## src/rtl/rx_frame_sync_if.sv

```systemverilog
// rx_frame_sync_if: bit-stream inputs and deframed outputs of the receive frame synchroniser
interface rx_frame_sync_if;
  logic       BPSK;
  logic       bit_valid;
  logic       SD_flag;
  logic       PD_flag;
  logic       disassert_PD;
  logic       frame_start;
  logic       sync_inv;
  logic [7:0] payload_len;
  logic [7:0] data_out;
  logic       data_valid;
  logic       frame_end;
  logic       frame_err;
  modport master (
    output BPSK, bit_valid, SD_flag, PD_flag,
    input  disassert_PD, frame_start, sync_inv, payload_len, data_out, data_valid, frame_end, frame_err
  );
  modport slave (
    input  BPSK, bit_valid, SD_flag, PD_flag,
    output disassert_PD, frame_start, sync_inv, payload_len, data_out, data_valid, frame_end, frame_err
  );
endinterface

```

## src/rtl/rx_frame_sync.sv

```systemverilog
// rx_frame_sync: sync-word hunt, BPSK polarity resolution, length-prefixed deframing and checksum check
module rx_frame_sync #(
  parameter logic [15:0] SYNC_WORD    = 16'hF3A5,
  parameter int          TIMEOUT_BITS = 256,
  parameter int          CNT_WIDTH    = 9
) (
  input logic            clk,
  input logic            rst_n,
  rx_frame_sync_if.slave bus
);
  typedef enum logic [2:0] {IDLE, SEARCH, LEN, PAYLOAD, CHECK, DONE} state_t;
  state_t               state;
  logic                 pd_q;
  logic [15:0]          sr;
  logic [15:0]          sr_nx;
  logic [CNT_WIDTH-1:0] cnt;
  logic [CNT_WIDTH-1:0] cnt_nx;
  logic [2:0]           bit_cnt;
  logic [7:0]           byte_sr;
  logic [7:0]           byte_nx;
  logic [7:0]           bytes_left;
  logic [7:0]           acc;
  logic                 byte_done;
  logic                 in_frame;
  logic                 abort;
  // next-value helpers: raw search window, polarity-corrected byte, end-of-byte and abort detection
  always_comb begin
    sr_nx     = {sr[14:0], bus.BPSK};
    cnt_nx    = cnt + CNT_WIDTH'(1);
    byte_nx   = {byte_sr[6:0], bus.BPSK ^ bus.sync_inv};
    byte_done = bus.bit_valid && bit_cnt == 3'd7;
    in_frame  = state == LEN || state == PAYLOAD || state == CHECK;
    abort     = !bus.SD_flag && in_frame;
  end
  // frame FSM with registered pulses; pulses default low every cycle
  always_ff @(posedge clk or negedge rst_n) begin
    if (!rst_n) begin
      state            <= IDLE;
      pd_q             <= 1'b0;
      sr               <= '0;
      cnt              <= '0;
      bit_cnt          <= '0;
      byte_sr          <= '0;
      bytes_left       <= '0;
      acc              <= '0;
      bus.disassert_PD <= 1'b0;
      bus.frame_start  <= 1'b0;
      bus.sync_inv     <= 1'b0;
      bus.payload_len  <= '0;
      bus.data_out     <= '0;
      bus.data_valid   <= 1'b0;
      bus.frame_end    <= 1'b0;
      bus.frame_err    <= 1'b0;
    end else begin
      pd_q             <= bus.PD_flag;
      bus.disassert_PD <= 1'b0;
      bus.frame_start  <= 1'b0;
      bus.data_valid   <= 1'b0;
      bus.frame_end    <= 1'b0;
      bus.frame_err    <= 1'b0;
      if (in_frame && bus.bit_valid) begin
        byte_sr <= byte_nx;
        bit_cnt <= bit_cnt + 3'd1;
      end
      if (abort) begin
        bus.frame_end <= 1'b1;
        bus.frame_err <= 1'b1;
        state         <= IDLE;
      end else begin
        case (state)
          IDLE: if (bus.PD_flag && !pd_q && bus.SD_flag) begin
            sr    <= '0;
            cnt   <= '0;
            state <= SEARCH;
          end
          SEARCH: if (!bus.SD_flag) state <= IDLE;
          else if (bus.bit_valid) begin
            sr  <= sr_nx;
            cnt <= cnt_nx;
            if (cnt_nx >= CNT_WIDTH'(16) && (sr_nx == SYNC_WORD || sr_nx == ~SYNC_WORD)) begin
              bus.frame_start <= 1'b1;
              bus.sync_inv    <= sr_nx != SYNC_WORD;
              bit_cnt         <= '0;
              state           <= LEN;
            end else if (cnt_nx == CNT_WIDTH'(TIMEOUT_BITS)) begin
              bus.disassert_PD <= 1'b1;
              state            <= IDLE;
            end
          end
          LEN: if (byte_done) begin
            bus.payload_len <= byte_nx;
            acc             <= byte_nx;
            bytes_left      <= byte_nx;
            state           <= byte_nx == 8'd0 ? CHECK : PAYLOAD;
          end
          PAYLOAD: if (byte_done) begin
            bus.data_out   <= byte_nx;
            bus.data_valid <= 1'b1;
            acc            <= acc + byte_nx;
            bytes_left     <= bytes_left - 8'd1;
            if (bytes_left == 8'd1) state <= CHECK;
          end
          CHECK: if (byte_done) begin
            bus.frame_end    <= 1'b1;
            bus.frame_err    <= byte_nx != acc;
            bus.disassert_PD <= 1'b1;
            state            <= DONE;
          end
          DONE: state <= IDLE;
          default: state <= IDLE;
        endcase
      end
    end
  end
endmodule

```

## src/flat_wrapper.sv

```systemverilog
// flat-port wrapper written by rule: the top's interface ports become plain ports
module rx_frame_sync_flat 
#(
  parameter logic [15:0] SYNC_WORD    = 16'hF3A5,
  parameter int          TIMEOUT_BITS = 256,
  parameter int          CNT_WIDTH    = 9
)
  (clk, rst_n, bus_BPSK, bus_bit_valid, bus_SD_flag, bus_PD_flag, bus_disassert_PD, bus_frame_start, bus_sync_inv, bus_payload_len, bus_data_out, bus_data_valid, bus_frame_end, bus_frame_err);
  rx_frame_sync_if bus_i ();
  input logic clk;
  input logic rst_n;
  input wire logic [$bits(bus_i.BPSK)-1:0] bus_BPSK;
  input wire logic [$bits(bus_i.bit_valid)-1:0] bus_bit_valid;
  input wire logic [$bits(bus_i.SD_flag)-1:0] bus_SD_flag;
  input wire logic [$bits(bus_i.PD_flag)-1:0] bus_PD_flag;
  output wire logic [$bits(bus_i.disassert_PD)-1:0] bus_disassert_PD;
  output wire logic [$bits(bus_i.frame_start)-1:0] bus_frame_start;
  output wire logic [$bits(bus_i.sync_inv)-1:0] bus_sync_inv;
  output wire logic [$bits(bus_i.payload_len)-1:0] bus_payload_len;
  output wire logic [$bits(bus_i.data_out)-1:0] bus_data_out;
  output wire logic [$bits(bus_i.data_valid)-1:0] bus_data_valid;
  output wire logic [$bits(bus_i.frame_end)-1:0] bus_frame_end;
  output wire logic [$bits(bus_i.frame_err)-1:0] bus_frame_err;
  assign bus_i.BPSK = bus_BPSK;
  assign bus_i.bit_valid = bus_bit_valid;
  assign bus_i.SD_flag = bus_SD_flag;
  assign bus_i.PD_flag = bus_PD_flag;
  assign bus_disassert_PD = bus_i.disassert_PD;
  assign bus_frame_start = bus_i.frame_start;
  assign bus_sync_inv = bus_i.sync_inv;
  assign bus_payload_len = bus_i.payload_len;
  assign bus_data_out = bus_i.data_out;
  assign bus_data_valid = bus_i.data_valid;
  assign bus_frame_end = bus_i.frame_end;
  assign bus_frame_err = bus_i.frame_err;
  rx_frame_sync #(.SYNC_WORD(SYNC_WORD), .TIMEOUT_BITS(TIMEOUT_BITS), .CNT_WIDTH(CNT_WIDTH)) u_core (.clk(clk), .rst_n(rst_n), .bus(bus_i));
endmodule
```

## config.mk

```make
export PLATFORM = sky130hd
export DESIGN_NAME = rx_frame_sync_flat
export DESIGN_NICKNAME = d
export VERILOG_FILES = /design/src/rtl/rx_frame_sync_if.sv /design/src/rtl/rx_frame_sync.sv /design/src/flat_wrapper.sv
export SDC_FILE = /design/constraint.sdc
export NUM_CORES = 1
export LEC_CHECK = 0
export CAP_MARGIN = 20
export CORE_UTILIZATION = 63
export DETAILED_ROUTE_END_ITERATION = 8
export PLACE_DENSITY_LB_ADDON = 0.25
export SYNTH_ARGS = -nofsm -noshare
export SYNTH_HDL_FRONTEND = slang
export SYNTH_SLANG_ARGS = --single-unit
```

## constraint.sdc

```tcl
create_clock -name clk -period 5.9 [get_ports clk]
set_input_delay 1.475 -clock clk [delete_from_list [all_inputs] [get_ports clk]]
set_output_delay 1.475 -clock clk [all_outputs]
set_load 0.03 [all_outputs]
```

==> qor.tcl, run 1 <==
set qor(status) {finished clean}
set qor(power_density_mw_per_mm2) 265
set qor(relSlewSlack) 0.379
set qor(final.setup.tns_ns) 0
set qor(final-setup-viol-count) 0
set qor(port-buffer-count) 27
set qor(timing.critical_path.slowest_cell_delay_ns) 0.48
set qor(post_route_cells_drive_above_1_share) 0.117
set qor(cts_hold_repair.buffers) 0
set qor(path_delay_family) {compound AO/OA/AOI/OAI gates}
set qor(design.core.area_mm2) 0.00596
set qor(instances_no_fill) 484
set qor(drt-initial-drc-count) 268
set qor(synthesis.yosys.warnings) 0
set qor(worst_setup_path_start_kind) {primary input}
set qor(final.min_clock_period_ns) 3.95
set qor(grt_pass1_vias) 2903
set qor(dp_hpwl_mm) 5.48
set qor(routabilityCongestion) 0.879
set qor(route.detailed.drc) 0
set qor(post_drt_wl_per_cell_um) 17.0
set qor(critPathSlowestCell) {sky130_fd_sc_hd__clkdlybuf4s50_1}
set qor(ys_seq_elements) 76
set qor(timing.hold.worst.class) {register to register}
set qor(critical_path_peak_fanout) 6
set qor(clk_latency_ns) 0.36
set qor(fp.dieW_um) 80.8
set qor(dp.cells) 469
set qor(worstSetupPathType) {primary input to register}
set qor(fp.dieArea_mm2) 0.00653
set qor(fin_hold_ws_ns) 0.480
set qor(gate_count_after_technology_mapping) 386
set qor(crit_chain) {clkdlybuf4s50_1 > xnor2_1 > inv_1 > ha_1 > a21o_1 > a21oi_1 > o21ai_0 > o41ai_1 > xnor2_1 > mux2i_1 > o21ai_0}
set qor(cts-htree-levels) 3
set qor(synthDistinctLibCells) 52
set qor(postSynth.asyncResetShare) 1.00
set qor(netlist_top_cells_area) {sky130_fd_sc_hd__dfrtp_1 49%, sky130_fd_sc_hd__o21ai_0 5.9%, sky130_fd_sc_hd__mux2_2 5.8%}
set qor(finalCritPeriodShare) 0.670
set qor(area_growth_pct) 10.8
set qor(worst-path-buf-inv) 2
set qor(vdd_drop_max_mv) 0.246
set qor(detail_route.wirelength_mm) 8.23
set qor(synth-edff-count) 0
set qor(worst_slew_pin_slew_ns) 0.931
set qor(synthFlopType) {sky130_fd_sc_hd__dfrtp_1}
set qor(skew_final_ns) 0.0146
set qor(floorplan.rows) 28
set qor(total_power_uw) 1150
set qor(routed_via_density) 6.26
set qor(critical_path.endpoint_type) {register}
set qor(postSynthNetCount) 405
set qor(initial_antenna_violation_count) 0
set qor(initial_utilization) 0.657
set qor(drt.antenna.violating_nets) 0
set qor(largest_net_degree_at_the_start_of_global_routing) 77
set qor(post-cts-setup-buffers) 0
set qor(drv_cap) 0
set qor(num_vias) 3029
set qor(power.static_leakage_uw) 0.00203
set qor(maximum_clock_insertion_buffer_count) 2
set qor(clk_pin_slew_ns) 0.08
set qor(grt_setup_unrepaired) {no}
set qor(cts.sink_count) 76
set qor(drt-pass1-iter-count) 5
set qor(dieHeight_um) 80.8
set qor(clock.fmax_mhz) 253
set qor(tritoncts) {done}
set qor(grt_first_pass_wirelength_mm) 13.8
set qor(total_grt_usage) 0.278
set qor(diodes) 0
set qor(critPathRequiredTime_ns) 6.13
set qor(synthDominantAreaCellType) {sky130_fd_sc_hd__dfrtp_1}
set qor(report.final.slew_viol_count) 0
set qor(resized_cells_post_cts) 0
set qor(worst-endpoint-arrival_ns) 4.18
set qor(globalRouteOverflowTotal) 0
set qor(cts_root_buf) {sky130_fd_sc_hd__clkbuf_8}
set qor(post_synth_instance_area_mm2) 0.00391
set qor(final_hold_viol_count) 0
set qor(synth.top_cell.area_share) 0.486
set qor(final_net_count) 424
set qor(tritoncts.num_buffers) 9
set qor(ys_seq_area_frac) 0.486
set qor(io_pins) 28
set qor(post_synth.cell_area_avg_um2) 10.1
==> cells in the final DEF, fill, tap and decap left out, drive strengths merged, types with 4 or more instances in the layout <==
master	synthesis	final
and3	8	8
mux2i	4	4
nor3	8	8
clkdlybuf4s50	0	26
nor2	31	31
inv	12	12
nand3	4	4
xor2	4	4
nor2b	8	8
clkbuf	14	11
clkinv	0	4
nor4bb	4	4
ha	12	12
a22o	16	16
o21ai	46	46
dfrtp	76	76
a31oi	7	7
nand2	35	35
a21oi	17	17
xnor2	6	6
mux2	22	22
==> kinds of logic (layout without fill, tap and decap cells) <==
logic type / Yosys count / in the layout / synth area share
AO/OA/AOI/OAI: 100 / 100 / 0.157
XOR/XNOR: 10 / 10 / 0.0224
adder cells (fa/ha/maj): 13 / 13 / 0.0435
buffers and inverters: 31 / 54 / 0.0364
flip-flops: 76 / 76 / 0.486
multiplexers: 26 / 26 / 0.0754
AND/OR/NAND/NOR: 130 / 130 / 0.179
==> report_power, final <==
part	total (uW)	switching [uW]	internal, uW	leakage (uW)
Combinational	180	92.7	86.8	0.000912
Clock	340	190	151	0.0000831
Sequential	629	66.3	562	0.00103
Total	1150	349	800	0.00203
==> per-stage QoR <==
stage,cell area [um2],utilization,worst slack [ns]
floorplan,3910,-,2.45
global placement,4180,0.701,1.73
detailed placement,4180,0.701,1.63
CTS,4340,0.728,1.99
global route,4340,0.728,1.75
finish,4340,0.728,1.95
==> state kept, by name, indices dropped and copies added (netlist names), 3 cells and up <==
name,count
u_core.acc,8
u_core.bit_cnt,3
u_core.bus.data_out,8
u_core.bus.payload_len,8
u_core.byte_sr,7
u_core.bytes_left,8
u_core.cnt,9
u_core.sr,15
u_core.state,3
==> area by class of cell <==
cell class,count,area [um2]
inverters,12,45.0
repair buffers,27,268
well taps,75,93.8
multi-input cells,279,1870
fillers,434,1620
flip-flops and latches,76,1900
clock buffers,11,131
clock inverters,4,27.5
==> tightest hold or removal path, delay by kind of cell, from the launching register on <==
family / cells / cell delay, ns
DFF: 1 / 0.34
and+or+nand+nor: 1 / 0.04
AOI/OAI and AO/OA: 1 / 0.06
==> cell usage after synthesis (4+ instances only) <==
master,count
sky130_fd_sc_hd__xnor2_1,6
sky130_fd_sc_hd__clkbuf_1,13
sky130_fd_sc_hd__inv_1,12
sky130_fd_sc_hd__dfrtp_1,76
sky130_fd_sc_hd__mux2i_1,4
sky130_fd_sc_hd__nor3_1,8
sky130_fd_sc_hd__nand3_1,4
sky130_fd_sc_hd__mux2_2,20
sky130_fd_sc_hd__nand2_1,35
sky130_fd_sc_hd__a22o_1,16
sky130_fd_sc_hd__a31oi_1,7
sky130_fd_sc_hd__nor4bb_1,4
sky130_fd_sc_hd__o21ai_0,46
sky130_fd_sc_hd__xor2_1,4
sky130_fd_sc_hd__nor2b_1,8
sky130_fd_sc_hd__ha_1,12
sky130_fd_sc_hd__a21oi_1,17
sky130_fd_sc_hd__and3_1,8
sky130_fd_sc_hd__nor2_1,31
==> metal layers <==
metal  GRT usage  part of all wire
met5           0                 0
met4       0.120             0.021
met3      0.0562             0.057
met2       0.425              0.47
met1       0.385              0.46
==> path summary, 6_finish.rpt <==
path	start	endpoint	slack, ns	cells past startpoint
min in group asynchronous	rst_n	u_core.cnt[6]	1.21	1
worst min register to register	u_core.bus.data_out[0]	u_core.bus.data_out[0]	0.48	2
max in group asynchronous	rst_n	u_core.bit_cnt[2]	4.03	1
worst min-delay path	u_core.bus.data_out[0]	u_core.bus.data_out[0]	0.48	2
worst max register to register	u_core.bytes_left[4]	u_core.state[0]	3.03	7
worst max-delay path	bus_BPSK	u_core.acc[7]	1.95	11
Note: power is estimated with default switching activity, not from simulation.
==> run 2, diff against run 1 <==
--- a/config.mk
+++ b/config.mk
@@ -6,7 +6,7 @@
 export NUM_CORES = 1
 export LEC_CHECK = 0
 export CAP_MARGIN = 20
-export CORE_UTILIZATION = 63
+export CORE_UTILIZATION = 53
 export DETAILED_ROUTE_END_ITERATION = 8
 export PLACE_DENSITY_LB_ADDON = 0.25
 export SYNTH_ARGS = -nofsm -noshare
==> constraint.sdc (replaced) <==
create_clock -name clk -period 3.5 [get_ports clk]
set_input_delay 0.875 -clock clk [delete_from_list [all_inputs] [get_ports clk]]
set_output_delay 0.875 -clock clk [all_outputs]
set_load 0.03 [all_outputs]
==> qor.tcl, run 2 (synthesis gave the netlist of run 1 again) <==
set qor(largest-register) {u_core.sr}
set qor(clock.fmax_mhz) 328
set qor(most_common_cell_after_layout_fill_and_taps_aside) {sky130_fd_sc_hd__dfrtp_1}
set qor(post-cts-setup-buffers) 0 ;# unchanged
set qor(final_net_count) 432 ;# +1.9%
set qor(initial_antenna_violation_count) 0 ;# unchanged
set qor(final_hold_viol_count) 0 ;# unchanged
set qor(globalRouteOverflowTotal) 0 ;# unchanged
set qor(critPathRequiredTime_ns) 3.72 ;# -2.41 ns
set qor(design.core.area_mm2) 0.00694 ;# +17%
set qor(fin_hold_ws_ns) 0.490 ;# +0.00969 ns
set qor(floorplan.rows) 30 ;# +7.1%
set qor(largest_net_degree_at_the_start_of_global_routing) 77 ;# unchanged
set qor(resized_cells_post_cts) 0 ;# unchanged
set qor(drt-initial-drc-count) 230 ;# -14%
set qor(total_grt_usage) 0.234 ;# -0.0444
set qor(timing.hold.worst.class) {register to register}
set qor(fp.dieW_um) 87.9 ;# +8.8%
set qor(final.setup.tns_ns) 0 ;# unchanged
set qor(post_route_cells_drive_above_1_share) 0.139 ;# +0.0214
set qor(num_vias) 2942 ;# -2.9%
set qor(drt-pass1-iter-count) 4 ;# -1
set qor(r2r-start) {u_core.bytes_left[4]}
set qor(drt.antenna.violating_nets) 0 ;# unchanged
set qor(io_pins) 28 ;# unchanged
set qor(vdd_drop_max_mv) 0.275 ;# +12%
set qor(area_taken_by_multi_input_logic_gates_mm2) 0.00187 ;# unchanged
set qor(critical_path_peak_fanout) 4 ;# -2
set qor(final-setup-viol-count) 0 ;# unchanged
set qor(reg.largest.list) {u_core.sr: 15 flops, u_core.cnt: 9 flops}
set qor(cts_root_buf) {sky130_fd_sc_hd__clkbuf_8}
set qor(timing.critical_path.to) {u_core.acc[6]}
set qor(fp.dieArea_mm2) 0.00773 ;# +18%
set qor(relSlewSlack) 0.375 ;# -0.00476
set qor(maximum_clock_insertion_buffer_count) 2 ;# unchanged
set qor(leading_cell_types_in_the_layout_fill_and_taps_excluded) {76 x sky130_fd_sc_hd__dfrtp_1, 46 x sky130_fd_sc_hd__o21ai_0, 35 x sky130_fd_sc_hd__nand2_1, 31 x sky130_fd_sc_hd__nor2_1, 26 x sky130_fd_sc_hd__clkdlybuf4s50_1}
set qor(dieHeight_um) 87.9 ;# +8.8%
set qor(tritoncts.num_buffers) 9 ;# unchanged
set qor(final.min_clock_period_ns) 3.05
set qor(worst-r2r-setup-slack_ns) 0.59 ;# -2.44 ns
set qor(nFillCells) 582 ;# +34%
set qor(grt_pass1_vias) 2845 ;# -2.0%
set qor(grt_setup_unrepaired) {no}
set qor(tritoncts) {done}
set qor(area_growth_pct) 13.4
set qor(cts.sink_count) 76 ;# unchanged
set qor(largest_reg_flops) 15 ;# unchanged
set qor(worst_setup_path_start_kind) {primary input}
set qor(routabilityCongestion) 0.872 ;# -0.74%
set qor(worst_slew_pin_slew_ns) 0.938 ;# +0.00714 ns
set qor(clk_latency_ns) 0.34 ;# -0.02 ns
set qor(final_cell_area_mm2) 0.00444 ;# +2.3%
set qor(grt_first_pass_wirelength_mm) 13.7 ;# -0.20%
set qor(power_density_mw_per_mm2) 445 ;# +68%
set qor(power.static_leakage_uw) 0.00207 ;# +2.0%
set qor(report.final.slew_viol_count) 0 ;# unchanged
set qor(crit_path_start) {bus_BPSK}
set qor(r2r_cells) 7 ;# unchanged
set qor(dp_hpwl_mm) 5.68 ;# +3.6%
set qor(diodes) 0 ;# unchanged
set qor(place_area_mm2) 0.00426 ;# +2.1%
set qor(skew_final_ns) 0.00901 ;# -0.00555 ns
set qor(cts-htree-levels) 3 ;# unchanged
set qor(routed_via_density) 5.72 ;# -8.5%
set qor(worstSetupPathType) {primary input to register}
set qor(post_drt_wl_per_cell_um) 15.8 ;# -7.3%
set qor(route.detailed.drc) 0 ;# unchanged
set qor(port-buffer-count) 27 ;# unchanged
set qor(timing.rr.end) {u_core.state[1]}
set qor(area.sequential_mm2) 0.00190 ;# unchanged
set qor(detail_route.wirelength_mm) 8.11 ;# -1.6%
set qor(clk_pin_slew_ns) 0.08 ;# about the same
set qor(critical_path.endpoint_type) {register}
set qor(finalCritPeriodShare) 0.870
set qor(initial_utilization) 0.564 ;# -0.0935
set qor(status) {finished clean}
set qor(drv_cap) 0 ;# unchanged
set qor(worst-endpoint-arrival_ns) 3.27 ;# -0.91 ns
set qor(cts_hold_repair.buffers) 0 ;# unchanged
==> run 2: cell count changes in the layout (fill, tap and decap cells not counted), sizes merged <==
cell	change
clkinv	-3
clkbuf	-1
inv	+3
buf	+8
clkinvlp	+2
==> run 2: where the power goes <==
group	switching (uW)	internal (uW)	leakage [uW]
combinational	175	154	0.000952
clock	342	264	0.0000837
sequential	89.4	948	0.00103
==> run 2: how the worst min path moves through the flow <==
stage / start / to / slack, ns / cells after the start
floorplan: u_core.acc[0] / u_core.acc[0] / 0.46 / 2
global placement: u_core.acc[6] / u_core.acc[6] / 0.47 / 2
detailed placement: u_core.bus.data_out[0] / u_core.bus.data_out[0] / 0.48 / 2
CTS: u_core.bus.data_out[1] / u_core.bus.data_out[1] / 0.50 / 2
global route: u_core.bus.data_out[0] / u_core.bus.data_out[0] / 0.52 / 2
finish: u_core.bus.data_out[0] / u_core.bus.data_out[0] / 0.49 / 2
==> run 2: final cells by class <==
type	instances	area share
multi-input cells	279	0.421
clock inverters	6	0.0104
well taps	96	0.0271
inverters	12	0.0101
clock buffers	10	0.0288
repair buffers	35	0.0739
flip-flops and latches	76	0.429
==> run 2: worst max-delay path, cell delays in order <==
cell and delay (ns):
sky130_fd_sc_hd__clkdlybuf4s50_1 0.48, sky130_fd_sc_hd__xnor2_1 0.23, sky130_fd_sc_hd__inv_1 0.08, sky130_fd_sc_hd__ha_1 0.20, sky130_fd_sc_hd__inv_1 0.07, sky130_fd_sc_hd__fa_1 0.19, sky130_fd_sc_hd__nor2b_1 0.05, sky130_fd_sc_hd__o21ai_0 0.19
sky130_fd_sc_hd__a21boi_0 0.16, sky130_fd_sc_hd__o21a_1 0.19, sky130_fd_sc_hd__or3_1 0.30, sky130_fd_sc_hd__a31oi_1 0.15, sky130_fd_sc_hd__o21ai_0 0.08
==> run 2: per-stage QoR <==
step / utilization / total power (uW) / cells / setup slack [ns]
final: 0.639 / 1970 / 514 / 0.454
after global routing: 0.639 / 2060 / 514 / 0.213
after CTS: 0.639 / 1990 / 514 / 0.472
after detailed placement: 0.614 / 1380 / 498 / 0.103
after global placement: 0.614 / 1370 / 498 / 0.165
after floorplan: - / 1300 / 386 / 0.653
==> run 2: metal layers <==
metal  track usage  wire, um  vias to the layer above
li1              -         -                     1437
met1         0.340      3990                     1439
met2         0.350      3700                       57
met3        0.0405       317                        9
met4        0.0924        97                        0
met5             0         0                        -
